$ cat src/rtl/mem_access_seq.sv
// Sequencer for the shared instruction/data memory port: hides the one-cycle read
// latency, performs read-modify-write for sub-word stores and flags illegal accesses.
module mem_access_seq (
    input  logic        clk,
    input  logic        reset,
    input  logic        req_valid,
    output logic        req_ready,
    input  logic [2:0]  req_op,
    input  logic [31:0] req_addr,
    input  logic [31:0] req_wdata,
    output logic        rsp_valid,
    output logic [31:0] rsp_rdata,
    output logic        rsp_err,
    output logic [31:0] mem_addr,
    output logic        mem_wr,
    output logic [31:0] mem_wdata,
    input  logic [31:0] mem_rdata
);

    typedef enum logic [2:0] {
        IDLE,
        RD_ADDR,
        RD_WAIT,
        WRITE,
        RESP
    } state_t;

    typedef enum logic [2:0] {
        OP_LW = 3'b000,
        OP_LH = 3'b001,
        OP_LB = 3'b010,
        OP_SW = 3'b100,
        OP_SH = 3'b101,
        OP_SB = 3'b110
    } op_t;

    state_t      state;
    state_t      state_nx;
    logic        req_err;
    logic [2:0]  op_q;
    logic [1:0]  addr_lo_q;
    logic [15:0] wdata_lo_q;

    function automatic logic [7:0] byte_sel(input logic [1:0] k, input logic [31:0] word);
        logic [7:0] b;
        case (k)
            2'd0:    b = word[7:0];
            2'd1:    b = word[15:8];
            2'd2:    b = word[23:16];
            default: b = word[31:24];
        endcase
        return b;
    endfunction

    function automatic logic [31:0] load_extract(input logic [2:0]  op,
                                                 input logic [1:0]  lo,
                                                 input logic [31:0] word);
        logic [31:0] r;
        r = '0;
        case (op)
            OP_LW:   r = word;
            OP_LH:   r = {16'h0000, (lo[1] ? word[31:16] : word[15:0])};
            OP_LB:   r = {24'h000000, byte_sel(lo, word)};
            default: r = '0;
        endcase
        return r;
    endfunction

    // Only the addressed half/byte of the freshly read word is replaced.
    function automatic logic [31:0] store_merge(input logic [2:0]  op,
                                                input logic [1:0]  lo,
                                                input logic [15:0] wd,
                                                input logic [31:0] word);
        logic [31:0] r;
        r = word;
        if (op == OP_SH) begin
            if (lo[1]) r[31:16] = wd;
            else       r[15:0]  = wd;
        end else begin
            case (lo)
                2'd0:    r[7:0]   = wd[7:0];
                2'd1:    r[15:8]  = wd[7:0];
                2'd2:    r[23:16] = wd[7:0];
                default: r[31:24] = wd[7:0];
            endcase
        end
        return r;
    endfunction

    always_comb begin
        req_err = 1'b0;
        case (req_op)
            OP_LW:                      req_err = (req_addr[1:0] != 2'b00);
            OP_LH:                      req_err = req_addr[0];
            OP_LB, OP_SW, OP_SH, OP_SB: req_err = 1'b0;
            default:                    req_err = 1'b1;
        endcase
    end

    always_ff @(posedge clk) begin
        if (reset) state <= IDLE;
        else       state <= state_nx;
    end

    always_comb begin
        state_nx = state;
        case (state)
            IDLE: begin
                if (req_valid) begin
                    if (req_err)             state_nx = RESP;
                    else if (req_op == OP_SW) state_nx = WRITE;
                    else                     state_nx = RD_ADDR;
                end
            end
            RD_ADDR: state_nx = RD_WAIT;
            RD_WAIT: state_nx = op_q[2] ? WRITE : RESP;
            WRITE:   state_nx = RESP;
            RESP:    state_nx = IDLE;
            default: state_nx = IDLE;
        endcase
    end

    always_comb begin
        req_ready = (state == IDLE) && !reset;
        rsp_valid = (state == RESP);
        mem_wr    = (state == WRITE);
    end

    // Response registers change only on the edge entering RESP, so they hold between responses.
    always_ff @(posedge clk) begin
        if (reset) begin
            mem_addr   <= '0;
            mem_wdata  <= '0;
            rsp_rdata  <= '0;
            rsp_err    <= 1'b0;
            op_q       <= '0;
            addr_lo_q  <= '0;
            wdata_lo_q <= '0;
        end else begin
            case (state)
                IDLE: begin
                    if (req_valid) begin
                        op_q       <= req_op;
                        addr_lo_q  <= req_addr[1:0];
                        wdata_lo_q <= req_wdata[15:0];
                        if (req_err) begin
                            rsp_err   <= 1'b1;
                            rsp_rdata <= '0;
                        end else begin
                            mem_addr <= {req_addr[31:2], 2'b00};
                            if (req_op == OP_SW) mem_wdata <= req_wdata;
                        end
                    end
                end
                RD_WAIT: begin
                    if (op_q[2]) begin
                        mem_wdata <= store_merge(op_q, addr_lo_q, wdata_lo_q, mem_rdata);
                    end else begin
                        rsp_rdata <= load_extract(op_q, addr_lo_q, mem_rdata);
                        rsp_err   <= 1'b0;
                    end
                end
                WRITE: begin
                    rsp_rdata <= '0;
                    rsp_err   <= 1'b0;
                end
                default: ;
            endcase
        end
    end

endmodule

$ cat config.mk
export PLATFORM = sky130hd
export DESIGN_NAME = mem_access_seq
export DESIGN_NICKNAME = d
export VERILOG_FILES = /design/src/rtl/mem_access_seq.sv
export SDC_FILE = /design/constraint.sdc
export NUM_CORES = 1
export LEC_CHECK = 0
export CAP_MARGIN = 25
export CORE_ASPECT_RATIO = 1.1
export CORE_MARGIN = 1
export CORE_UTILIZATION = 45
export CTS_CLUSTER_SIZE = 40
export DETAILED_ROUTE_END_ITERATION = 10
export PLACE_DENSITY = 0.79
export REMOVE_ABC_BUFFERS = 1
export SETUP_SLACK_MARGIN = 0.2
export SYNTH_ARGS = -nofsm -noshare
export SYNTH_HDL_FRONTEND = slang
export SYNTH_SLANG_ARGS = --single-unit
$ cat constraint.sdc
create_clock -name clk -period 3.1 [get_ports clk]
set_clock_uncertainty 0.15 [all_clocks]
set_input_delay 0.62 -clock clk [delete_from_list [all_inputs] [get_ports clk]]
set_output_delay 0.62 -clock clk [all_outputs]
set_load 0.01 [all_outputs]
# After elaboration in Yosys (flattened, before gate mapping)

Cells that the tools add are included.

Eq/ne operators: 20
Mux-type cells: 29
Bitwise logic cells: 1
Reductions and logical operators: 15

Operator list:

| kind               | number |
|---|---|
| $mux 32            | 8 |
| $pmux 32 s3        | 2 |
| $pmux 32 s2        | 1 |
| $mux 16            | 3 |
| $mux 8             | 4 |
| $pmux 8 s3         | 1 |
| $eq 3x3->1 const B | 5 |
| $eq 3x2->1 const B | 4 |
| $pmux 3 s4         | 1 |
| $ne 2x2->1 const B | 5 |
| $eq 3x1->1 const B | 3 |
| $logic_not 3->1    | 3 |
| $mux 3             | 3 |
| $pmux 1 s3         | 2 |
| $reduce_and 5->1   | 1 |
| $reduce_and 4->1   | 1 |
| $reduce_bool 2->1  | 2 |
| $reduce_or 4->1    | 1 |
| $mux 1             | 3 |
| $reduce_and 3->1   | 1 |
| $reduce_bool 3->1  | 1 |
| $reduce_or 3->1    | 1 |
| $eq 2x1->1 const B | 1 |
| $eq 2x2->1 const B | 1 |
| 7 further kinds    | 7 |

Register bits after elaboration: 119
Bits of input ports: 102
Output and inout port bits: 100
Word-level logic and storage cells: 73

# Logic depth before layout (Yosys ltp)

Depth in word-level cells: 6
Gate-level depth with buffers: 8
Gate-level depth less buffers: 4

# Worst setup path after synthesis

OpenSTA, ideal clock, no wires.

Path type: input to output
From: input port reset
To: output port req_ready
Arrival time: 1.509 ns
Slack: 0.821 ns
Cell stages on the path: 4
Cell sequence: clkbuf_1 clkbuf_1 clkbuf_1 nor4_1

Longest elaborated chain between the ends: 2

RTL lines:

| what              | RTL line | source |
|---|---|---|
| start, declared   | 5        | `input logic reset,` |
| $logic_not 1->1   | 124      | `req_ready = (state == IDLE) && !reset;` |
| $logic_and 1x1->1 | 124      |  |
| end, declared     | 7        | `output logic req_ready,` |

No other way between the ends.

# Final worst setup path

From: register state[2]
To: output port rsp_valid

Longest elaborated chain between the ends: 1

RTL lines:

| what                   | RTL line | source |
|---|---|---|
| start, declared        | 37       | `state_t state;` |
| start signal, assigned | 102      | `else state <= state_nx;` |
| $eq 3x3->1             | 125      | `rsp_valid = (state == RESP);` |
| end, declared          | 11       | `output logic rsp_valid,` |

No other way between the ends.

==> flow_metrics.env <==
export IMPL_dpl_cell_count=989
export IMPL_die_h_um=123.1
export IMPL_netlist_area_mm2=0.005994
export IMPL_antenna_found_initial=0
export IMPL_setup_viol=0
export IMPL_cts_sinks=119
export IMPL_layout_nets=953
export IMPL_min_path_type="flip-flop to flip-flop"
export IMPL_ys_seq_area_frac=0.3974
export IMPL_worstPathRequired_ns=2.33
export IMPL_synth_cells=690
export IMPL_layoutNonFillerInstCount=1021
export IMPL_dp_slack_ns=0.3978
export IMPL_area_delta_synth_final_pct=44.00
export IMPL_ios=202
export IMPL_dieArea_mm2=0.01379
export IMPL_critPathMaxFanout=10
export IMPL_netlist_area_leader_share=0.3974
export IMPL_drc=18
export IMPL_cp_data_arrival_time_ns=1.90
export IMPL_vias=6315
export IMPL_setup_tns_ns=0
export IMPL_firstDrtPassIters=8
export IMPL_min_period_ns=2.670
export IMPL_synth_distinct_cells=58
export IMPL_synthTopCellsByArea="dfxtp_1, a21oi_1, nand2_1, o31ai_1, clkbuf_1"
export IMPL_rsz0062_at_grt="no"
export IMPL_timing_fmax_ghz=0.3745
export IMPL_grtUsageTotal=0.3011
export IMPL_slew_limit_headroom=0.3545
export IMPL_synth_top_cell_by_area="dfxtp_1"
export IMPL_final_hold_viol_count=0
export IMPL_cts_resized=0
export IMPL_power_mw=4.466
export IMPL_dp_hpwl_um=13770
export IMPL_drt_iter0_markers=459
export IMPL_design_area_mm2=0.008632
export IMPL_core_mm2=0.01280
export IMPL_place_area_mm2=0.008050
export IMPL_grt_pass1_wl_um=32150
export IMPL_path_clk_slew_ns=0.05
export IMPL_critPathLaunchType="flip-flop"
export IMPL_wirelength_um=20290
export IMPL_tritoncts="yes"
export IMPL_root_buffer="clkbuf_16"
export IMPL_synth_edff_count=0
export IMPL_n_antenna_cell=0
export IMPL_fin_crit_sh=0.8613
export IMPL_violations="design-rule violations"
export IMPL_worstMarginPinSlew_ns=0.9582
export IMPL_post_drt_wl_per_cell_um=19.88
export IMPL_via_per_inst=6.185
export IMPL_grt_max_degree=99
export IMPL_worstSetupEndpointType="primary output"
export IMPL_start_util=0.4681
export IMPL_whs_ns=0.3090
export IMPL_hold_buffers=0
export IMPL_postCtsSetupBuffers=0
export IMPL_yosys_most_used_dff="dfxtp_1"
export IMPL_timing_final_ws_setup_ns=0.4299
export IMPL_numCtsBuffers=17
export IMPL_overflow=0
export IMPL_rows=43
export IMPL_place_gp_congestion=0.8721
export IMPL_yosys_top_cells_count="dfxtp_1, a21oi_1, nand2_1"
export IMPL_die_w_um=112.0
export IMPL_worst_ir_drop_vdd_mv=0.3372
export IMPL_avgSynthCellArea_um2=8.688
export IMPL_yosysMostFrequentCell="dfxtp_1"
export IMPL_grt_pass1_vias=6098
export IMPL_drv_cap=0
export IMPL_powerDensity_mw_per_mm2=517.4
export IMPL_synth_seq_cells=119
export IMPL_p_leak_nw=3.224
export IMPL_fillers=1049
export IMPL_clkLatencyLatePin_ns=0.42
export IMPL_portBuffers=199
export IMPL_drive_above_1_share=0.1030
export IMPL_finalMaxSlewViolations=0
export IMPL_yosys_warnings=0
export IMPL_htree_num_levels=4
export IMPL_antenna_left=0
export IMPL_clock_path_buffers=2
export IMPL_status="complete, but fails checks"
export IMPL_crit_type="flip-flop to primary output"
export IMPL_synthArstFlopShare=0
export IMPL_finalCoreUtilization=0.6741
[layer usage]
layer,share of wire,global-route usage,vias to the layer above,routed length (µm)
met5,0,0,-,0
met4,0.034,0.1383,0,688
met3,0.12,0.1162,46,2369
met2,0.48,0.5043,377,9683
met1,0.37,0.3413,2981,7551
li1,-,-,2911,-
[power breakdown]
part	switching (mW)	total [mW]	internal, mW
Combinational	0.419	0.809	0.391
Sequential	0.0842	1.70	1.61
Clock	0.685	1.96	1.27
[flip-flops by register name (all words and copies together) (netlist names)]
register / flops
wdata_lo_q: 16
addr_lo_q: 2
op_q: 3
state: 3
rsp_err: 1
mem_addr: 30
rsp_rdata: 32
mem_wdata: 32
[layout by cell type (no fill, tap or decap), types with 10 or more instances in the layout]
master           count
a211oi_1            17
mux2i_1             10
nand2b_1            20
buf_4               20
nor2_1              31
o31ai_1             30
clkdlybuf4s50_1    198
a31oi_1             16
inv_1               25
dfxtp_1            118
a22oi_1             16
nand4_1             30
a21oi_1             76
nand2_1             72
clkbuf_16           17
a311oi_1            10
o32ai_2             10
a22o_1              16
[cell type report]
type	count	area [µm²]	share of cell area
well taps	157	196.4	0.02276
inverters	27	101.3	0.01174
clock inverters	10	127.6	0.01478
clock buffers	22	454.2	0.05262
multi-input cells	465	3192	0.3698
repair buffers	221	2177	0.2522
flip-flops and latches	119	2384	0.2761
[worst max-delay path: stages (launching register included)]
cell	delay, ns
dfxtp_1	0.59
inv_1	0.14
nor3_1	0.20
clkdlybuf4s50_1	0.57
[path summary, 6_finish.rpt]
kind / start / end / slack (ns) / cells after the start
worst max-delay path: state[2]$_SDFFE_PP0P_ / rsp_valid / 0.43 / 3
worst min-delay path: wdata_lo_q[11]$_SDFFE_PP0P_ / wdata_lo_q[11]$_SDFFE_PP0P_ / 0.31 / 2
worst max register to register: state[1]$_SDFFE_PP0P_ / rsp_rdata[4]$_SDFFE_PP0P_ / 0.55 / 5
worst min register to register: wdata_lo_q[11]$_SDFFE_PP0P_ / wdata_lo_q[11]$_SDFFE_PP0P_ / 0.31 / 2
[cell families after synthesis]
logic type	Yosys count	share of synthesized area
and+or+nand+nor	181	0.1540
muxes	18	0.04675
buffers and inverters	107	0.07618
AOI/OAI and AO/OA	264	0.3250
DFF	119	0.3974
other	1	0.0006256
Power figures use the tool's default switching activity.
